===== src/rtl/data_mem_loader.sv =====
// Byte-stream to memory word loader: assembles little-endian words and drives the data memory write port.
// Optional running checksum of written words when DATA_MEM_LOADER_CHECKSUM_EN is defined.
module data_mem_loader #(
  parameter int DATA_WIDTH = 32,
  parameter int ADDR_WIDTH = 12
) (
  input  logic                  clk,
  input  logic                  resetn,
  input  logic                  start,
  input  logic [ADDR_WIDTH-1:0] start_addr,
  input  logic [ADDR_WIDTH:0]   word_count,
  input  logic [7:0]            in_data,
  input  logic                  in_valid,
  output logic                  in_ready,
  output logic [ADDR_WIDTH-1:0] addr_w,
  output logic [DATA_WIDTH-1:0] data_out,
  output logic                  we,
  output logic                  busy,
  output logic                  done,
  output logic [DATA_WIDTH-1:0] checksum
);

  localparam int BYTES = DATA_WIDTH / 8;
  localparam int IDXW  = (BYTES > 1) ? $clog2(BYTES) : 1;
  localparam logic [IDXW-1:0]       LAST_IDX = IDXW'(BYTES - 1);
  localparam logic [IDXW-1:0]       IDX_ONE  = IDXW'(1);
  localparam logic [ADDR_WIDTH-1:0] ADDR_ONE = ADDR_WIDTH'(1);
  localparam logic [ADDR_WIDTH:0]   REM_ONE  = (ADDR_WIDTH + 1)'(1);

  typedef enum logic [1:0] {S_IDLE, S_RECV, S_WRITE, S_DONE} state_t;

  state_t                  state_q, state_d;
  logic [ADDR_WIDTH-1:0]   addr_q;
  logic [ADDR_WIDTH:0]     rem_q;
  logic [IDXW-1:0]         idx_q;
  logic [DATA_WIDTH-1:0]   asm_q, word_d;
  logic [ADDR_WIDTH-1:0]   addr_w_q;
  logic [DATA_WIDTH-1:0]   data_out_q;
  logic                    in_ready_q, we_q, busy_q, done_q;

  always_comb begin
    state_d = state_q;
    word_d  = asm_q;
    word_d[{idx_q, 3'b000} +: 8] = in_data;
    case (state_q)
      S_IDLE:  if (start) state_d = (word_count == '0) ? S_DONE : S_RECV;
      S_RECV:  if (in_valid && idx_q == LAST_IDX) state_d = S_WRITE;
      S_WRITE: state_d = (rem_q == REM_ONE) ? S_DONE : S_RECV;
      S_DONE:  state_d = S_IDLE;
      default: state_d = S_IDLE;
    endcase
  end

  // Control outputs are registered from the next state so they line up with state_q.
  always_ff @(posedge clk or negedge resetn) begin
    if (!resetn) begin
      state_q    <= S_IDLE;
      addr_q     <= '0;
      rem_q      <= '0;
      idx_q      <= '0;
      asm_q      <= '0;
      addr_w_q   <= '0;
      data_out_q <= '0;
      in_ready_q <= 1'b0;
      we_q       <= 1'b0;
      busy_q     <= 1'b0;
      done_q     <= 1'b0;
    end else begin
      state_q    <= state_d;
      in_ready_q <= (state_d == S_RECV);
      we_q       <= (state_d == S_WRITE);
      busy_q     <= (state_d != S_IDLE);
      done_q     <= (state_d == S_DONE);
      case (state_q)
        S_IDLE: begin
          if (start) begin
            addr_q <= start_addr;
            rem_q  <= word_count;
            idx_q  <= '0;
            asm_q  <= '0;
          end
        end
        S_RECV: begin
          if (in_valid) begin
            asm_q <= word_d;
            if (idx_q == LAST_IDX) begin
              idx_q      <= '0;
              addr_w_q   <= addr_q;
              data_out_q <= word_d;
            end else begin
              idx_q <= idx_q + IDX_ONE;
            end
          end
        end
        S_WRITE: begin
          addr_q <= addr_q + ADDR_ONE;
          rem_q  <= rem_q - REM_ONE;
        end
        default: ;
      endcase
    end
  end

  assign in_ready = in_ready_q;
  assign we       = we_q;
  assign busy     = busy_q;
  assign done     = done_q;
  assign addr_w   = addr_w_q;
  assign data_out = data_out_q;

`ifdef DATA_MEM_LOADER_CHECKSUM_EN
  logic [DATA_WIDTH-1:0] cksum_q;

  // Summed during the write cycle, so the total is settled by the time done pulses.
  always_ff @(posedge clk or negedge resetn) begin
    if (!resetn) begin
      cksum_q <= '0;
    end else if (state_q == S_IDLE && start) begin
      cksum_q <= '0;
    end else if (state_q == S_WRITE) begin
      cksum_q <= cksum_q + data_out_q;
    end
  end

  assign checksum = cksum_q;
`else
  assign checksum = '0;
`endif

endmodule


===== config.mk =====
export PLATFORM = sky130hd
export DESIGN_NAME = data_mem_loader
export DESIGN_NICKNAME = d
export VERILOG_FILES = /design/src/rtl/data_mem_loader.sv
export SDC_FILE = /design/constraint.sdc
export NUM_CORES = 1
export LEC_CHECK = 0
export CAP_MARGIN = 30
export CORE_ASPECT_RATIO = 2
export CORE_MARGIN = 2
export CORE_UTILIZATION = 50
export DETAILED_ROUTE_END_ITERATION = 16
export HOLD_SLACK_MARGIN = 0.12
export MAX_ROUTING_LAYER = met4
export PLACE_DENSITY = 0.89
export SLEW_MARGIN = 20
export SYNTH_ARGS = -nofsm -noshare
export SYNTH_HDL_FRONTEND = slang
export SYNTH_SLANG_ARGS = --single-unit

===== constraint.sdc =====
create_clock -name clk -period 2.7 [get_ports clk]
set_input_delay 0.27 -clock clk [delete_from_list [all_inputs] [get_ports clk]]
set_output_delay 0.27 -clock clk [all_outputs]
set_load 0.05 [all_outputs]

Word level (Yosys, flattened, before mapping)
Cells that the tools add are included.
{"block": "word_totals", "ff_bits": 109, "latch_bits": 0, "ramBits": 0, "mem_bits_ro": 0, "inputBits": 37, "output_inout_bits": 80, "n_memories": 0}
{"block": "classes", "add_sub_neg": 4, "multipliers": 0, "div": 0, "n_lt_le_gt_ge": 0, "n_eq_ne": 10, "n_shift": 2, "n_mux": 17, "bitwise_logic": 0, "reduce_logical": 9}
{"op": "32-bit two-way mux", "count": 2}
{"op": "32-bit one-hot mux with 2 select lines", "count": 1}
{"op": "32-bit bitwise mux", "count": 1}
{"op": "8-bit by 7-bit variable shift with 32-bit output, first input constant", "count": 1}
{"op": "8-bit by 7-bit variable part select with 32-bit output", "count": 1}
{"op": "13-bit one-hot mux with 2 select lines", "count": 1}
{"op": "12-bit one-hot mux with 2 select lines", "count": 1}
{"op": "2-bit two-way mux", "count": 7}
{"op": "13-bit by 1-bit equality test with 1-bit output, second input constant", "count": 1}
{"op": "13-bit logical NOT", "count": 1}
{"op": "13-bit two-way mux", "count": 1}
{"op": "13-bit by 1-bit subtractor with 13-bit output, second input constant", "count": 1}
{"op": "12-bit by 1-bit adder with 12-bit output, second input constant", "count": 1}
{"op": "12-bit two-way mux", "count": 1}
{"op": "2-bit equality test, second input constant", "count": 5}
{"op": "2-bit one-hot mux with 4 select lines", "count": 1}
{"op": "5-bit negator with 7-bit output", "count": 1}
{"op": "3-bit AND reduction", "count": 2}
{"op": "2-bit nonzero test", "count": 3}
{"op": "2-bit by 1-bit equality test with 1-bit output, second input constant", "count": 2}
{"op": "2-bit inequality test, second input constant", "count": 2}
{"op": "2-bit one-hot mux with 2 select lines", "count": 1}
{"op": "2-bit by 1-bit adder with 2-bit output, second input constant", "count": 1}
{"op": "2-bit logical NOT", "count": 1}
{"op": "other kinds (2)", "count": 2}

Longest topological paths before layout
{"block": "depth", "word_depth": 5, "depth_mapped": 9, "ltp_nobuf": 7}

Worst setup path before layout
OpenSTA, ideal clock, no wires.
{"block": "synth_path", "kind": "register to register", "startpoint": "register idx_q[0]", "endpoint": "register asm_q[16]", "t_arrival_ps": 1839, "setup_slack_ps": 793, "stages_incl_launch_ff": 8, "period_less_slack_ps": 1907, "path_cell_list": "dfrtp_1 > inv_1 > ha_1 > clkbuf_1 > nor4_4 > and2_1 > buf_2 > a22o_1"}
{"block": "synth_via", "elab_chain_len": 5, "word_cells_on_any_way": 6, "cone_classes": "add/sub: 1; shift: 2; mux: 3"}
{"item": "start: declaration", "line": "35", "rtl": "logic [IDXW-1:0] idx_q;"}
{"item": "start signal: assignment", "line": "91", "rtl": "idx_q <= idx_q + IDX_ONE;"}
{"item": "5-bit negator with 7-bit output (*)", "line": "44", "rtl": "word_d[{idx_q, 3'b000} +: 8] = in_data;"}
{"item": "8-bit by 7-bit variable part select with 32-bit output / 8-bit by 7-bit variable shift with 32-bit output (equally long branches)", "line": "44"}
{"item": "32-bit bitwise mux (*)", "line": "44"}
{"item": "32-bit two-way mux (*)", "line": "84", "rtl": "if (in_valid) begin"}
{"item": "32-bit one-hot mux with 2 select lines (*)", "line": "74", "rtl": "case (state_q)"}
{"item": "end signal: assignment", "line": "85", "rtl": "asm_q <= word_d;"}
{"item": "end: declaration", "line": "36", "rtl": "logic [DATA_WIDTH-1:0] asm_q, word_d;"}
Mark *: on every way between the ends. The rest lies on a longest branch, timed or not. The select of a mux whose other input is x is not followed.
A chain may end at the register's enable or synchronous reset.

Final worst setup path
{"block": "layout_path", "startpoint": "register idx_q[0]", "endpoint": "register asm_q[22]"}
Same word-level chain as after synthesis.

==> results.txt <==
status -> finished, final reports clean
Final Power -> 7.328 mW
Worst-path clk slew -> 70 ps
vias in the first global route -> 4,087
Synth Register Bits -> 101
via/cell ratio -> 5.705
non-filler instance count after layout -> 733
setup_tns -> 0 ps
DRT antenna net count -> 0
Max Clk Rate -> 0.4329 GHz
Slew HR -> 44.85%
Site Rows -> 51
initial antenna violation count -> 0
Setup Viol. Count Final -> 0
Final Cycle Share -> 85.56%
crit end category -> flip-flop
RSZ-0062 raised after global routing -> false
Synth Cell Area -> 0.005037 mm2
number of clock sinks -> 101
DPL Wire Length -> 9.608 mm
dominant synthesized flop cell -> dfrtp_1
layout cells sized above 1 -> 7.155%
Synth Warn # -> 0
worst vdd ir -> 619.5 uV
total track usage -> 25.53%
leakage -> 2.725 nW
maxcap violations -> 0
first-pass GRT wire length -> 20.66 mm
critical path data arrival time -> 2590 ps
synthesized instance count -> 523
P_int -> 4.038 mW
Req. time, crit path -> 2980 ps
final wirelength -> 12.97 mm
gp weighted congestion -> 0.9083
total gr overflow -> 0
max-slew violation count -> 0
Die Wd -> 74.98 um
CP max stage delay -> 570 ps
I/O pin count -> 117
CP Class -> flip-flop to flip-flop
H-Tree Level Count -> 3
Max FO, Critical Path -> 9
# DRC -> 0
register area share after synthesis -> 50.17%
DP Cell Count -> 716
commonest non-fill, non-tap cell in the layout -> dfrtp_1
CP bufs+invs -> 2
Die Span Y -> 146.0 um
Core Area -> 0.009763 mm2
PD cells -> 1184 mW/mm2
share of the core filled with cells -> 63.41%
Gate power share -> 46.2%
HP Class -> flip-flop to flip-flop
Yosys cell types -> 56
vias -> 4,182
Fillers -> 780
clock network power share -> 19.2%
crit-path cells -> inv_1, ha_1, clkinv_1, nor4_4, and2_1, a22o_1
Top delay family on crit path -> simple AND/OR/NAND/NOR gates
CTS Buf Count -> 9
CTS max path bufs -> 2
worst-path cell with the longest stage delay -> nor4_4
TritonCTS clock tree -> done
largest net degree at the start of global routing -> 66
Initial Utilization -> 51.60%
Worst setup SP type -> flip-flop
Antenna Cells -> 0
nets -> 641
1st-iter DRT viols -> 437
I/O Buffers -> 84
Final min period -> 2310 ps
switching power total -> 3.290 mW
switch share -> 44.90%
number of flops mapped to enable cells by yosys -> 0
final hold violations -> 0
DR WL/cell -> 17.69 um
P&R area growth vs syn -> 22.90%
first drt pass iteration count -> 5
commonest cells after routing, fill and taps aside -> dfrtp_1 (101), clkdlybuf4s50_1 (83), nor2_1 (66)
Sequential Power Share -> 34.6%
die area -> 0.01094 mm2
Async SR Flop Fraction -> 100.0%
Worst Clk Skew -> 3.783 ps
syn avg cell area -> 9.632 um2
Tightest Pin Transition -> 827.3 ps
Root Driver -> clkbuf_16
worst skew pair latency -> 350 ps
Post-CTS Setup Bufs -> 0
## layout make-up
type / instances / area, um2 / area share (%)
Timing Repair Buffer: 100 / 960.9 / 15.52
Clock buffer: 9 / 225.2 / 3.638
Clock inverter: 7 / 98.84 / 1.597
Inverter: 14 / 55.05 / 0.8892
Multi-Input combinational cell: 370 / 2158 / 34.86
Tap cell: 132 / 165.2 / 2.668
Sequential cell: 101 / 2527 / 40.82
## Yosys cell counts, types with 6 or more instances
cell | instances | area (um2)
a21oi_1 | 35 | 175.2
a221oi_1 | 16 | 140.1
a22o_1 | 32 | 280.3
buf_1 | 9 | 33.78
buf_2 | 6 | 30.03
buf_4 | 33 | 247.7
clkbuf_1 | 18 | 67.56
dfrtp_1 | 101 | 2527
ha_1 | 8 | 100.1
inv_1 | 12 | 45.04
nand2_1 | 55 | 206.5
nand3_1 | 14 | 70.07
nand4_1 | 6 | 37.54
nor2_1 | 66 | 247.7
nor2b_1 | 11 | 68.82
nor3_1 | 6 | 30.03
o21ai_0 | 13 | 65.06
o22ai_1 | 7 | 43.79
o311ai_0 | 6 | 52.55
## worst reg2reg max path, stage by stage (launching register included)
cell      delay (ps)
dfrtp_1          460
inv_1            150
ha_1             180
clkinv_1         280
nor4_4           570
and2_1           390
a22o_1           220
## layer usage
metal  vias up  part of all wire, %  track usage, %
li1       1938                    -               -
met1      2059                   36           27.45
met2       153                   56           43.82
met3        32                  4.0           4.432
met4         0                  3.7           11.79
met5         -                    0               -
## repair_timing
action | in CTS | in global routing
hold endpoints to repair | 60 | 0
hold buffers | 1 | 0
resized for setup | 0 | 0
## final timing paths
path | slack, ps | endpoint | cells after the start | from
worst max-delay path | 390 | asm_q[22]$_DFFE_PN0P_ | 6 | idx_q[0]$_DFFE_PN0P_
worst min-delay path | 480 | addr_w[9]$_DFFE_PN0P_ | 2 | addr_w[9]$_DFFE_PN0P_
worst max register to register | 390 | asm_q[22]$_DFFE_PN0P_ | 6 | idx_q[0]$_DFFE_PN0P_
worst min register to register | 480 | addr_w[9]$_DFFE_PN0P_ | 2 | addr_w[9]$_DFFE_PN0P_
max in group asynchronous | 1490 | asm_q[20]$_DFFE_PN0P_ | 3 | resetn
min in group asynchronous | 530 | data_out[18]$_DFFE_PN0P_ | 2 | resetn
## power groups by stage
stage	sequential (mW)	clock (mW)	combinational (mW)
floorplan	3.41	0	1.43
global placement	2.53	0	3.30
detailed placement	2.55	0	3.38
CTS	2.53	1.42	3.40
global route	2.62	1.49	3.60
finish	2.54	1.41	3.39
## per-stage QoR
step | hold slack [ps] | worst slack, ps | instance area [um2]
6_report | 481.4 | 389.8 | 6191
5_1_grt | 508.5 | 259.9 | 6191
4_1_cts | 483.6 | 422.0 | 6191
3_5_place_dp | 416.4 | 433.1 | 5857
3_3_place_gp | 402.1 | 561.0 | 5857
2_1_floorplan | -25.59 | 793.5 | 5154
## cells by family after synthesis
logic type | count (synthesis) | synth area share (%)
adders and majority gates | 8 | 1.987
muxes | 5 | 1.018
AOI/OAI and AO/OA | 133 | 18.80
xor gates and xnor gates | 1 | 0.1739
buffers and inverters | 83 | 9.289
DFF | 101 | 50.17
other | 1 | 0.07444
and+or+nand+nor | 191 | 18.48
## registers in the layout (all words and copies together), names as in the netlist
signal    cells
we            1
addr_w       12
idx_q         2
done          1
data_out     32
rem_q        13
asm_q        24
in_ready      1
busy          1
state_q       2
addr_q       12
No activity file was read; power rests on OpenSTA's default activity.
